`src/rtl/intr_pending_latch_if.sv`:
```
// intr_pending_latch_if: register-access bus between the controller-side master and the pending latch
interface intr_pending_latch_if;
    logic        penable;
    logic        pwrite;
    logic [3:0]  paddr;
    logic [15:0] pwdata;
    logic        pready;
    logic [15:0] prdata;
    modport master (output penable, pwrite, paddr, pwdata, input pready, prdata);
    modport slave  (input penable, pwrite, paddr, pwdata, output pready, prdata);
endinterface

```
`src/rtl/intr_pending_latch.sv`:
```
// intr_pending_latch: synchronises raw IRQs, latches them per line as edge/level pending bits, masks them onto intr_active; INTR_SW_TRIG_EN adds the SWTRIG register at 0x4
module intr_pending_latch #(
    parameter int NUM_INTR    = 16,
    parameter int SYNC_STAGES = 2
) (
    input  logic                 pclk,
    input  logic                 prst_n,
    input  logic [NUM_INTR-1:0]  irq_raw,
    intr_pending_latch_if.slave  bus,
    output logic [NUM_INTR-1:0]  intr_active,
    input  logic [3:0]           intr_to_service,
    input  logic                 intr_valid,
    input  logic                 intr_serviced
);
    logic [SYNC_STAGES-1:0][NUM_INTR-1:0] sync_q;
    logic [NUM_INTR-1:0] s, prev, mask, mode, pend;
    logic [NUM_INTR-1:0] rise, svc_clr, w1c, sw_set, to_edge, pend_nxt, rdata;
    logic                wr, rd;

    assign s           = sync_q[SYNC_STAGES-1];
    assign intr_active = pend & mask;

    // Next pending state: edge-mode set beats clear; a level->edge switch drops the stale bit
    always_comb begin
        wr       = bus.penable & bus.pwrite;
        rd       = bus.penable & ~bus.pwrite;
        rise     = s & ~prev;
        svc_clr  = (intr_valid & intr_serviced) ? NUM_INTR'(1) << intr_to_service : '0;
        w1c      = (wr && bus.paddr == 4'h2) ? bus.pwdata : '0;
        to_edge  = (wr && bus.paddr == 4'h1) ? bus.pwdata & ~mode : '0;
`ifdef INTR_SW_TRIG_EN
        sw_set   = (wr && bus.paddr == 4'h4) ? bus.pwdata & mode : '0;
`else
        sw_set   = '0;
`endif
        pend_nxt = ((mode & (rise | sw_set | (pend & ~(svc_clr | w1c)))) | (~mode & s)) & ~to_edge;
        rdata    = bus.paddr == 4'h0 ? mask :
                   bus.paddr == 4'h1 ? mode :
                   bus.paddr == 4'h2 ? pend :
                   bus.paddr == 4'h3 ? s    : '0;
    end

    // Synchroniser chain and edge history, tracked in every mode
    always_ff @(posedge pclk or negedge prst_n) begin
        if (!prst_n) begin
            sync_q <= '0;
            prev   <= '0;
        end else begin
            sync_q <= {sync_q[SYNC_STAGES-2:0], irq_raw};
            prev   <= s;
        end
    end

    // MASK, MODE and PENDING state
    always_ff @(posedge pclk or negedge prst_n) begin
        if (!prst_n) begin
            mask <= '0;
            mode <= '0;
            pend <= '0;
        end else begin
            mask <= (wr && bus.paddr == 4'h0) ? bus.pwdata : mask;
            mode <= (wr && bus.paddr == 4'h1) ? bus.pwdata : mode;
            pend <= pend_nxt;
        end
    end

    // Bus acknowledge and read data, which holds between reads
    always_ff @(posedge pclk or negedge prst_n) begin
        if (!prst_n) begin
            bus.pready <= 1'b0;
            bus.prdata <= '0;
        end else begin
            bus.pready <= bus.penable;
            bus.prdata <= rd ? rdata : bus.prdata;
        end
    end
endmodule
```
`src/flat_wrapper.sv`:
```
// flat-port wrapper written by rule: the top's interface ports become plain ports
module intr_pending_latch_flat 
#(
    parameter int NUM_INTR    = 16,
    parameter int SYNC_STAGES = 2
)
  (pclk, prst_n, irq_raw, intr_active, intr_to_service, intr_valid, intr_serviced, bus_penable, bus_pwrite, bus_paddr, bus_pwdata, bus_pready, bus_prdata);
  intr_pending_latch_if bus_i ();
  input  logic pclk;
  input  logic prst_n;
  input  logic [NUM_INTR-1:0] irq_raw;
  output logic [NUM_INTR-1:0] intr_active;
  input  logic [3:0] intr_to_service;
  input  logic intr_valid;
  input  logic intr_serviced;
  input wire logic [$bits(bus_i.penable)-1:0] bus_penable;
  input wire logic [$bits(bus_i.pwrite)-1:0] bus_pwrite;
  input wire logic [$bits(bus_i.paddr)-1:0] bus_paddr;
  input wire logic [$bits(bus_i.pwdata)-1:0] bus_pwdata;
  output wire logic [$bits(bus_i.pready)-1:0] bus_pready;
  output wire logic [$bits(bus_i.prdata)-1:0] bus_prdata;
  assign bus_i.penable = bus_penable;
  assign bus_i.pwrite = bus_pwrite;
  assign bus_i.paddr = bus_paddr;
  assign bus_i.pwdata = bus_pwdata;
  assign bus_pready = bus_i.pready;
  assign bus_prdata = bus_i.prdata;
  intr_pending_latch #(.NUM_INTR(NUM_INTR), .SYNC_STAGES(SYNC_STAGES)) u_core (.pclk(pclk), .prst_n(prst_n), .irq_raw(irq_raw), .bus(bus_i), .intr_active(intr_active), .intr_to_service(intr_to_service), .intr_valid(intr_valid), .intr_serviced(intr_serviced));
endmodule
```
`config.mk`:
```
export PLATFORM = sky130hd
export DESIGN_NAME = intr_pending_latch_flat
export DESIGN_NICKNAME = d
export VERILOG_FILES = /design/src/rtl/intr_pending_latch_if.sv /design/src/rtl/intr_pending_latch.sv /design/src/flat_wrapper.sv
export SDC_FILE = /design/constraint.sdc
export NUM_CORES = 1
export LEC_CHECK = 0
export ABC_AREA = 1
export CAP_MARGIN = 20
export CORE_ASPECT_RATIO = 2
export CORE_MARGIN = 4
export CORE_UTILIZATION = 50
export DETAILED_ROUTE_END_ITERATION = 10
export GPL_TIMING_DRIVEN = 0
export PLACE_DENSITY_LB_ADDON = 0.25
export SETUP_SLACK_MARGIN = 0.2
export SLEW_MARGIN = 15
export SYNTH_ARGS = -nofsm -noshare
export SYNTH_HDL_FRONTEND = slang
export SYNTH_SLANG_ARGS = --single-unit
export TNS_END_PERCENT = 10
```
`constraint.sdc`:
```
create_clock -name pclk -period 1.5 [get_ports pclk]
set_input_delay 0.225 -clock pclk [delete_from_list [all_inputs] [get_ports pclk]]
set_output_delay 0.225 -clock pclk [all_outputs]
set_load 0.05 [all_outputs]
```
# Word level (Yosys, flattened, before mapping)
# Cells that the tools add are included.
# W data, S select, Z words.
[classes]
eq_ne = 3
reduce_logical = 4
n_shift = 1
n_mux = 7
bitwise = 18
[op_table]
columns = ["operator", "count"]
rows = [
  ["$and A16 B16 Y16", 7],
  ["$mux W16", 7],
  ["$not A16 Y16", 4],
  ["$or A16 B16 Y16", 3],
  ["$shl A1 B4 Y16 const A", 1],
  ["$eq A4 B2 Y1 const B", 2],
  ["$eq A4 B1 Y1 const B", 1],
  ["$logic_not A4 Y1", 1],
  ["$and A1 B1 Y1", 3],
  ["$logic_and A1 B1 Y1", 3],
  ["$not A1 Y1", 1],
]
[word_totals]
wordCells = 41
in_bits = 46
register_bits = 113

# Depth between registers and ports, before layout
# Gate-level depths: netlist of the first run.
[logic_depth]
ltp_word = 10
mapped_depth = 8
depth_no_buf = 7

# Worst setup path before layout of the first run
# OpenSTA, ideal clock, no wires.
[synth_timing]
path_type = "input port to flip-flop"
from = "input port bus_paddr[3]"
to = "register u_core.mask[9]"
t_arrival_ns = 1.009
setup_ns = 0.116
path_slack_ns = 0.374
cell_stages = 7
required_time_ns = 1.384
path_cell_list = "nor2_4 -> nand2_2 -> nor2_4 -> nand2_4 -> buf_4 -> nand2_1 -> nand2_1"
[synth_via]
elab_chain_cells = 2
[synth_rtl]
columns = ["item", "line", "text"]
rows = [
  ["from (decl)", "flat_wrapper.sv:18", "input wire logic [$bits(bus_i.paddr)-1:0] bus_paddr;"],
  ["$logic_not A4 Y1", "intr_pending_latch.sv:61", "mask <= (wr && bus.paddr == 4'h0) ? bus.pwdata : mask;"],
  ["$logic_and A1 B1 Y1", "intr_pending_latch.sv:61", ""],
  ["to (signal assigned)", "intr_pending_latch.sv:61", ""],
  ["to (decl)", "intr_pending_latch.sv:16", "logic [NUM_INTR-1:0] s, prev, mask, mode, pend;"],
]
# Every way passes these cells.
# A chain may end at the register's enable or synchronous reset.

# Final worst setup path of the first run
[layout_timing]
from = "register u_core.bus.prdata[10]"
to = "output port bus_prdata[10]"
[layout_lines]
columns = ["item", "line", "text"]
rows = [
  ["from (decl)", "intr_pending_latch_if.sv:10", "modport slave (input penable, pwrite, paddr, pwdata, output pready, prdata);"],
  ["from (signal assigned)", "intr_pending_latch.sv:74", "bus.prdata <= rd ? rdata : bus.prdata;"],
  ["to (decl)", "flat_wrapper.sv:21", "output wire logic [$bits(bus_i.prdata)-1:0] bus_prdata;"],
]
# No word-level cell between the ends.

==> impl_metrics.tcl, run 1 <==
set metrics [dict create \
    outcome "complete, no violations" \
    grt_pass1_vias 4856 \
    timing_hold_violations_final 0 \
    grt_usage_pct 27.5 \
    syn_nets 621 \
    syn_area_per_cell_um2 8.62 \
    cts_tree "done" \
    clkPwrFrac_pct 47.3 \
    die_w_um 78.4 \
    critPathBufInv 1 \
    r2r_start "u_core.pend[10]" \
    synth-seq-cells 113 \
    hold_path.class "in2reg" \
    ys_warn_count 0 \
    die_h_um 149 \
    crit_path_top_delay_cell "clkdlybuf4s15_2" \
    synth_common_cells "nand2_1 (160), dfrtp_1 (113), nor2_1 (88), nand3_1 (78), inv_1 (32)" \
    power_density_nw_per_um2 1470 \
    cp_cell_sequence "clkdlybuf4s15_2" \
    yosysSeqAreaShare_pct 57.0 \
    endpoint_kind "output pin" \
    post-route-period-util_pct 91.6 \
    pwr-share-seq_pct 36.7 \
    design.core.area_um2 9700 \
    synth.most_common_cell "nand2_1" \
    p_leak_uw 0.00329 \
    worst_pin_slew_ns 0.603 \
    crit_type "reg2out" \
    syn_area_um2 4960 \
    antenna_cells 0 \
    antenna_found_initial 0 \
    fillers 762 \
    max_slew_margin_pct 59.8 \
    crit_fanout 2 \
    grt_pass1_wl_mm 24.0 \
    io_buffers 78 \
    cp-startpoint "u_core.bus.prdata[10]" \
    worstPathArrival_ns 1.15 \
    cts_sinks 113 \
    via_count 4689 \
    p_int_uw 7260 \
    drive_above_1_share_pct 17.7 \
    maxCapViolCount 0 \
    placed_cell_area_um2 5930 \
    ctsRootBufferMaster "clkbuf_16" \
    io_pins 79 \
    cts_buffer_depth 2 \
    place_inst 786 \
    multi_input_area_um2 1820 \
    grt_max_degree 66 \
    vias_per_cell 5.63 \
    skew_ns 0.00580 \
    swShare_pct 27.3 \
    seq_area_um2 2830 \
    fin_util_pct 69.9 \
    finalInstanceArea_um2 6780 \
    num_rows 51 \
    synth_top_area_share_pct 57.0 \
    cts_made_buffers 17 \
    insertion_delay_ns 0.42 \
    ir_worst_vdd_mv 1.31 \
    period_needed_ns 1.37 \
    whs_ns 0.240 \
    yosysUniqueCellTypes 21 \
    cp.required_ns 1.27 \
    drt_first_pass_iters 5 \
    gp_congestion 0.891 \
    slowest_delay_ns 0.37 \
    dieArea_um2 11700 \
    p_sw_uw 2730 \
    ant_nets 0 \
    fin_cells 833 \
    drc 0 \
    p_comb_share_pct 16.1 \
    synthToLayoutAreaGrowth_pct 36.7 \
    final_nets 734 \
    dp_hpwl_mm 9.84 \
    rsz0062_at_grt "yes" \
    wire_per_inst_um 18.1 \
    setup_violations 0 \
    maxSlewViolCount 0 \
    min_from "irq_raw[4]" \
    synthArstFlopShare_pct 100 \
    max_freq_ghz 0.728 \
    synth-edff-count 0 \
    yosysTopAreaCell "dfrtp_1" \
    synthTopCellsByArea "dfrtp_1 (57%), nand2_1 (12%), nand3_1 (7.9%)" \
    start_util_pct 51.1 \
    drt_iter0_markers 550 \
    start_kind "register" \
    htree_levels 4 \
    synthCells 575 \
    grt-ovfl-total 0 \
    routed_wl_mm 15.1 \
    synth_flop_cell "dfrtp_1" \
    crit_family "buffers and inverters" \
    clk_pin_slew_ns 0.06 \
]
==> layout make-up <==
cell class | instances | area share, %
Tap cell | 132 | 2.44
Multi-Input combinational cell | 402 | 26.8
Clock inverter | 13 | 3.82
Clock buffer | 19 | 6.39
Sequential cell | 113 | 41.7
Timing Repair Buffer | 93 | 13.6
Inverter | 35 | 1.94
Buffer | 26 | 3.27
==> worst register-to-register path: stages, from the launching register on <==
cell and delay (ns):
dfrtp_1 0.39, buf_4 0.14, nand3_1 0.07, nand3_1 0.07
nor2_1 0.16, nor2_1 0.06
==> registers in the layout, summed over array words and instances (netlist names) <==
register           flops
u_core.mode           16
u_core.mask           16
u_core.prev           16
u_core.sync_q         16
u_core.bus.pready      1
u_core.s              16
u_core.bus.prdata     16
u_core.pend           16
==> layer usage <==
layer	track usage [%]	vias to the layer above	wire, um
met3	6.17	96	1340
met1	29.7	2213	5060
met4	21.0	0	1070
li1	-	2098	-
met5	0	-	0
met2	46.0	282	7630
==> kinds of logic after synthesis <==
family,count (synthesis),synth area share (%)
AND/OR/NAND/NOR,365,32.6
flip-flops,113,57.0
buffers and inverters,61,6.39
AO/OA/AOI/OAI,36,3.94
==> per-stage QoR <==
| stage | TNS, ns | total power (uW) | setup slack (ns) |
|---|---|---|---|
| 5_1_grt | 0 | 10300 | 0.0806 |
| 3_5_place_dp | -19.50 | 5210 | -0.492 |
| 2_1_floorplan | 0 | 4560 | 0.374 |
| 6_report | 0 | 9990 | 0.126 |
| 3_3_place_gp | -469.67 | 5150 | -4.00 |
| 4_1_cts | 0 | 10000 | 0.111 |
==> power groups by stage <==
stage,logic (uW),clock network (uW),registers [uW]
final,1600,4720,3660
after global routing,1730,4900,3710
after CTS,1590,4750,3650
after detailed placement,1500,0,3710
after global placement,1460,0,3690
after floorplan,718,0,3840
==> cell usage in the layout (no fill, tap or decap) <==
cell type / netlist / routed
clkbuf_4: 0 / 1
nor2_8: 1 / 1
nor2_2: 0 / 1
o21ai_1: 16 / 16
clkinv_4: 0 / 3
clkbuf_16: 0 / 17
nand2_4: 1 / 1
buf_6: 8 / 19
nand3_4: 1 / 1
a21oi_1: 16 / 16
nand2_1: 160 / 160
nand3_1: 78 / 78
nand2_2: 1 / 1
clkdlybuf4s50_1: 0 / 40
dfrtp_1: 113 / 113
inv_1: 32 / 31
nor2_1: 88 / 88
nand4_1: 22 / 22
bufinv_16: 0 / 7
nor3_1: 6 / 6
dlymetal6s2s_1: 0 / 4
o21ai_2: 4 / 4
clkdlybuf4s15_2: 0 / 16
inv_2: 3 / 4
buf_2: 7 / 10
clkbuf_2: 0 / 3
buf_16: 0 / 1
nor3_2: 4 / 4
dlygate4sd3_1: 0 / 1
clkinvlp_4: 0 / 3
buf_8: 0 / 1
nor2_4: 3 / 3
clkbuf_1: 6 / 2
buf_4: 5 / 23
==> final timing paths <==
path                                         end  slack, ns  cells past startpoint
setup / recovery                  bus_prdata[10]       0.13                      1
hold / removal                  u_core.sync_q[4]       0.24                      1
setup reg to reg           u_core.bus.prdata[10]       0.50                      5
hold reg to reg                      u_core.s[6]       0.35                      0
max in group asynchronous         u_core.prev[0]       0.47                      3
min in group asynchronous       u_core.sync_q[1]       0.37                      2
==> what timing repair did <==
action,CTS,global route
hold buffers,1,0
endpoints found under the setup margin,88,96
pin swaps,4,2
hold endpoints to repair,64,0
resized for setup,161,16
setup buffers,13,0
gates cloned,0,1
(Power assumes the default switching activity.)
==> run 2, diff against run 1 <==
==> constraint.sdc (replaced) <==
create_clock -name pclk -period 1.5 [get_ports pclk]
set_input_delay 0.375 -clock pclk [delete_from_list [all_inputs] [get_ports pclk]]
set_output_delay 0.375 -clock pclk [all_outputs]
set_load 0.05 [all_outputs]
==> impl_metrics.tcl, run 2 (synthesis gave the netlist of run 1 again) <==
set metrics [dict create \
    dp_hpwl_mm 9.84 \
    grt_pass1_vias 4880 \
    p_leak_uw 0.00341 \
    grt_util_met2_pct 47.6 \
    cp_cell_sequence "nand2_2 -> inv_2 -> buf_6" \
    rsz0062_at_grt "yes" \
    crit_family "flip-flops" \
    gp_congestion 0.891 \
    drt_first_pass_iters 5 \
    mostFrequentLayoutCell "nand2_1" \
    cp.depth 3 \
    die_h_um 149 \
    vias_per_cell 5.70 \
    endpoint_kind "output pin" \
    start_kind "register" \
    r2r_setup_slack_ns 0.40 \
    ctsRootBufferMaster "clkbuf_16" \
    drt_iter0_markers 516 \
    htree_levels 4 \
    max_freq_ghz 0.674 \
    routed_wl_mm 15.5 \
    endpoint "intr_active[6]" \
    crit_type "reg2out" \
    crit_fanout 3 \
    fin_util_pct 72.3 \
    antenna_cells 0 \
    dp_slack_ns -0.642 \
    p_sw_uw 2800 \
    grt_usage_pct 27.8 \
    clk_pin_slew_ns 0.05 \
    finalSetupTns_ns 0 \
    io_buffers 78 \
    grt_pass1_wl_mm 24.3 \
    critPathBufInv 2 \
    outcome "complete, no violations" \
    skew_ns 0.00829 \
    design.core.area_um2 9700 \
    period_needed_ns 1.48 \
    ant_nets 0 \
    wire_per_inst_um 18.3 \
    reg2reg_to "u_core.bus.prdata[10]" \
    crit_path_top_delay_cell "dfrtp_1" \
    r2r_start "u_core.pend[10]" \
    fin_cells 848 \
    insertion_delay_ns 0.42 \
    final_cell_mix "nand2_1 (156), dfrtp_1 (113), nor2_1 (87)" \
    hold_path.class "in2reg" \
    rr_worst_depth 6 \
    top_usage_layer "met2" \
    max_slew_margin_pct 64.7 \
    die_w_um 78.4 \
    num_rows 51 \
    clkPwrFrac_pct 46.3 \
    final_nets 749 \
    met3_usage_pct 6.77 \
    io_pins 79 \
    grt_max_degree 66 \
    pwr-share-seq_pct 36.0 \
    p_comb_share_pct 17.7 \
    whs_ns 0.216 \
    p_int_uw 7410 \
    ir_worst_vdd_mv 1.33 \
    place_inst 786 \
    synthToLayoutAreaGrowth_pct 41.5 \
    worstPathArrival_ns 1.11 \
    power_density_nw_per_um2 1460 \
    cts_tree "done" \
    antenna_found_initial 0 \
    start_util_pct 51.1 \
    drive_above_1_share_pct 21.8 \
    cts_buffer_depth 2 \
    grt.met1_usage_pct 29.7 \
    swShare_pct 27.4 \
    post-route-period-util_pct 99.0 \
    cp.required_ns 1.12 \
    drc 0 \
    dieArea_um2 11700 \
    setup_violations 0 \
    worst_pin_slew_ns 0.529 \
    cts_made_buffers 17 \
    slowest_delay_ns 0.41 \
    worst_slack_ns 0.0156 \
    cp-startpoint "u_core.mask[6]" \
    timing_hold_violations_final 0 \
    maxCapViolCount 0 \
    via_count 4833 \
    maxSlewViolCount 0 \
    cts_sinks 113 \
    grt-ovfl-total 0 \
]
run 2: cell types whose count changed in the layout (fill, tap and decap cells not counted), sizes merged:
cell | before | now
clkdlybuf4s15 | 16 | 0
clkdlybuf4s50 | 40 | 35
buf | 54 | 84
dlygate4sd2 | 0 | 1
nor2 | 93 | 92
clkbuf | 23 | 29
run 2: worst min path at each step:
stage          slack, ns                   end  cells past startpoint               from
5_1_grt             0.23     u_core.bus.pready                      1        bus_penable
6_report            0.22     u_core.bus.pready                      1        bus_penable
4_1_cts             0.22     u_core.bus.pready                      1        bus_penable
3_5_place_dp        0.34          u_core.s[13]                      0  u_core.sync_q[13]
3_3_place_gp        0.33           u_core.s[3]                      0   u_core.sync_q[3]
2_1_floorplan       0.08  u_core.bus.prdata[0]                      0             prst_n
run 2: worst reg2reg max path, delay by kind of cell, from the launching register on:
| family | cells | cell delay, ns |
|---|---|---|
| flip-flops | 1 | 0.39 |
| AND/OR/NAND/NOR | 4 | 0.35 |
| buffers and inverters | 2 | 0.26 |
run 2: per-layer routing:
layer | routed length (um) | vias up
li1 | - | 2124
met1 | 5190 | 2303
met2 | 7960 | 307
met3 | 1320 | 99
met4 | 1070 | 0
met5 | 0 | -
run 2: cell type report:
type	instances	area [um^2]
inverter	35	131
sequential	113	2830
multi-input combinational	401	1840
timing repair buffer	109	1090
fill	727	2680
clock inverter	13	259
tap	132	165
buffer	26	269
clock buffer	19	433
run 2: metrics by stage:
step	instance area, um^2	power, uW
2_1_floorplan	4960	4560
3_3_place_gp	5900	5150
3_5_place_dp	5930	5210
4_1_cts	6860	10100
5_1_grt	7020	10500
6_report	7020	10200
run 2: power by group through the flow:
stage | logic (uW) | registers [uW] | clock network [uW]
after floorplan | 718 | 3840 | 0
after global placement | 1460 | 3690 | 0
after detailed placement | 1500 | 3710 | 0
after CTS | 1690 | 3660 | 4750
after global routing | 1930 | 3720 | 4900
final | 1810 | 3680 | 4730
run 2: what timing repair did:
item | CTS | global route
endpoints found under the hold margin | 64 | 0
gates resized for setup | 262 | 36
pin swaps | 16 | 18
setup buffers | 16 | 13
endpoints found under the setup margin | 97 | 132
hold buffers | 1 | 0
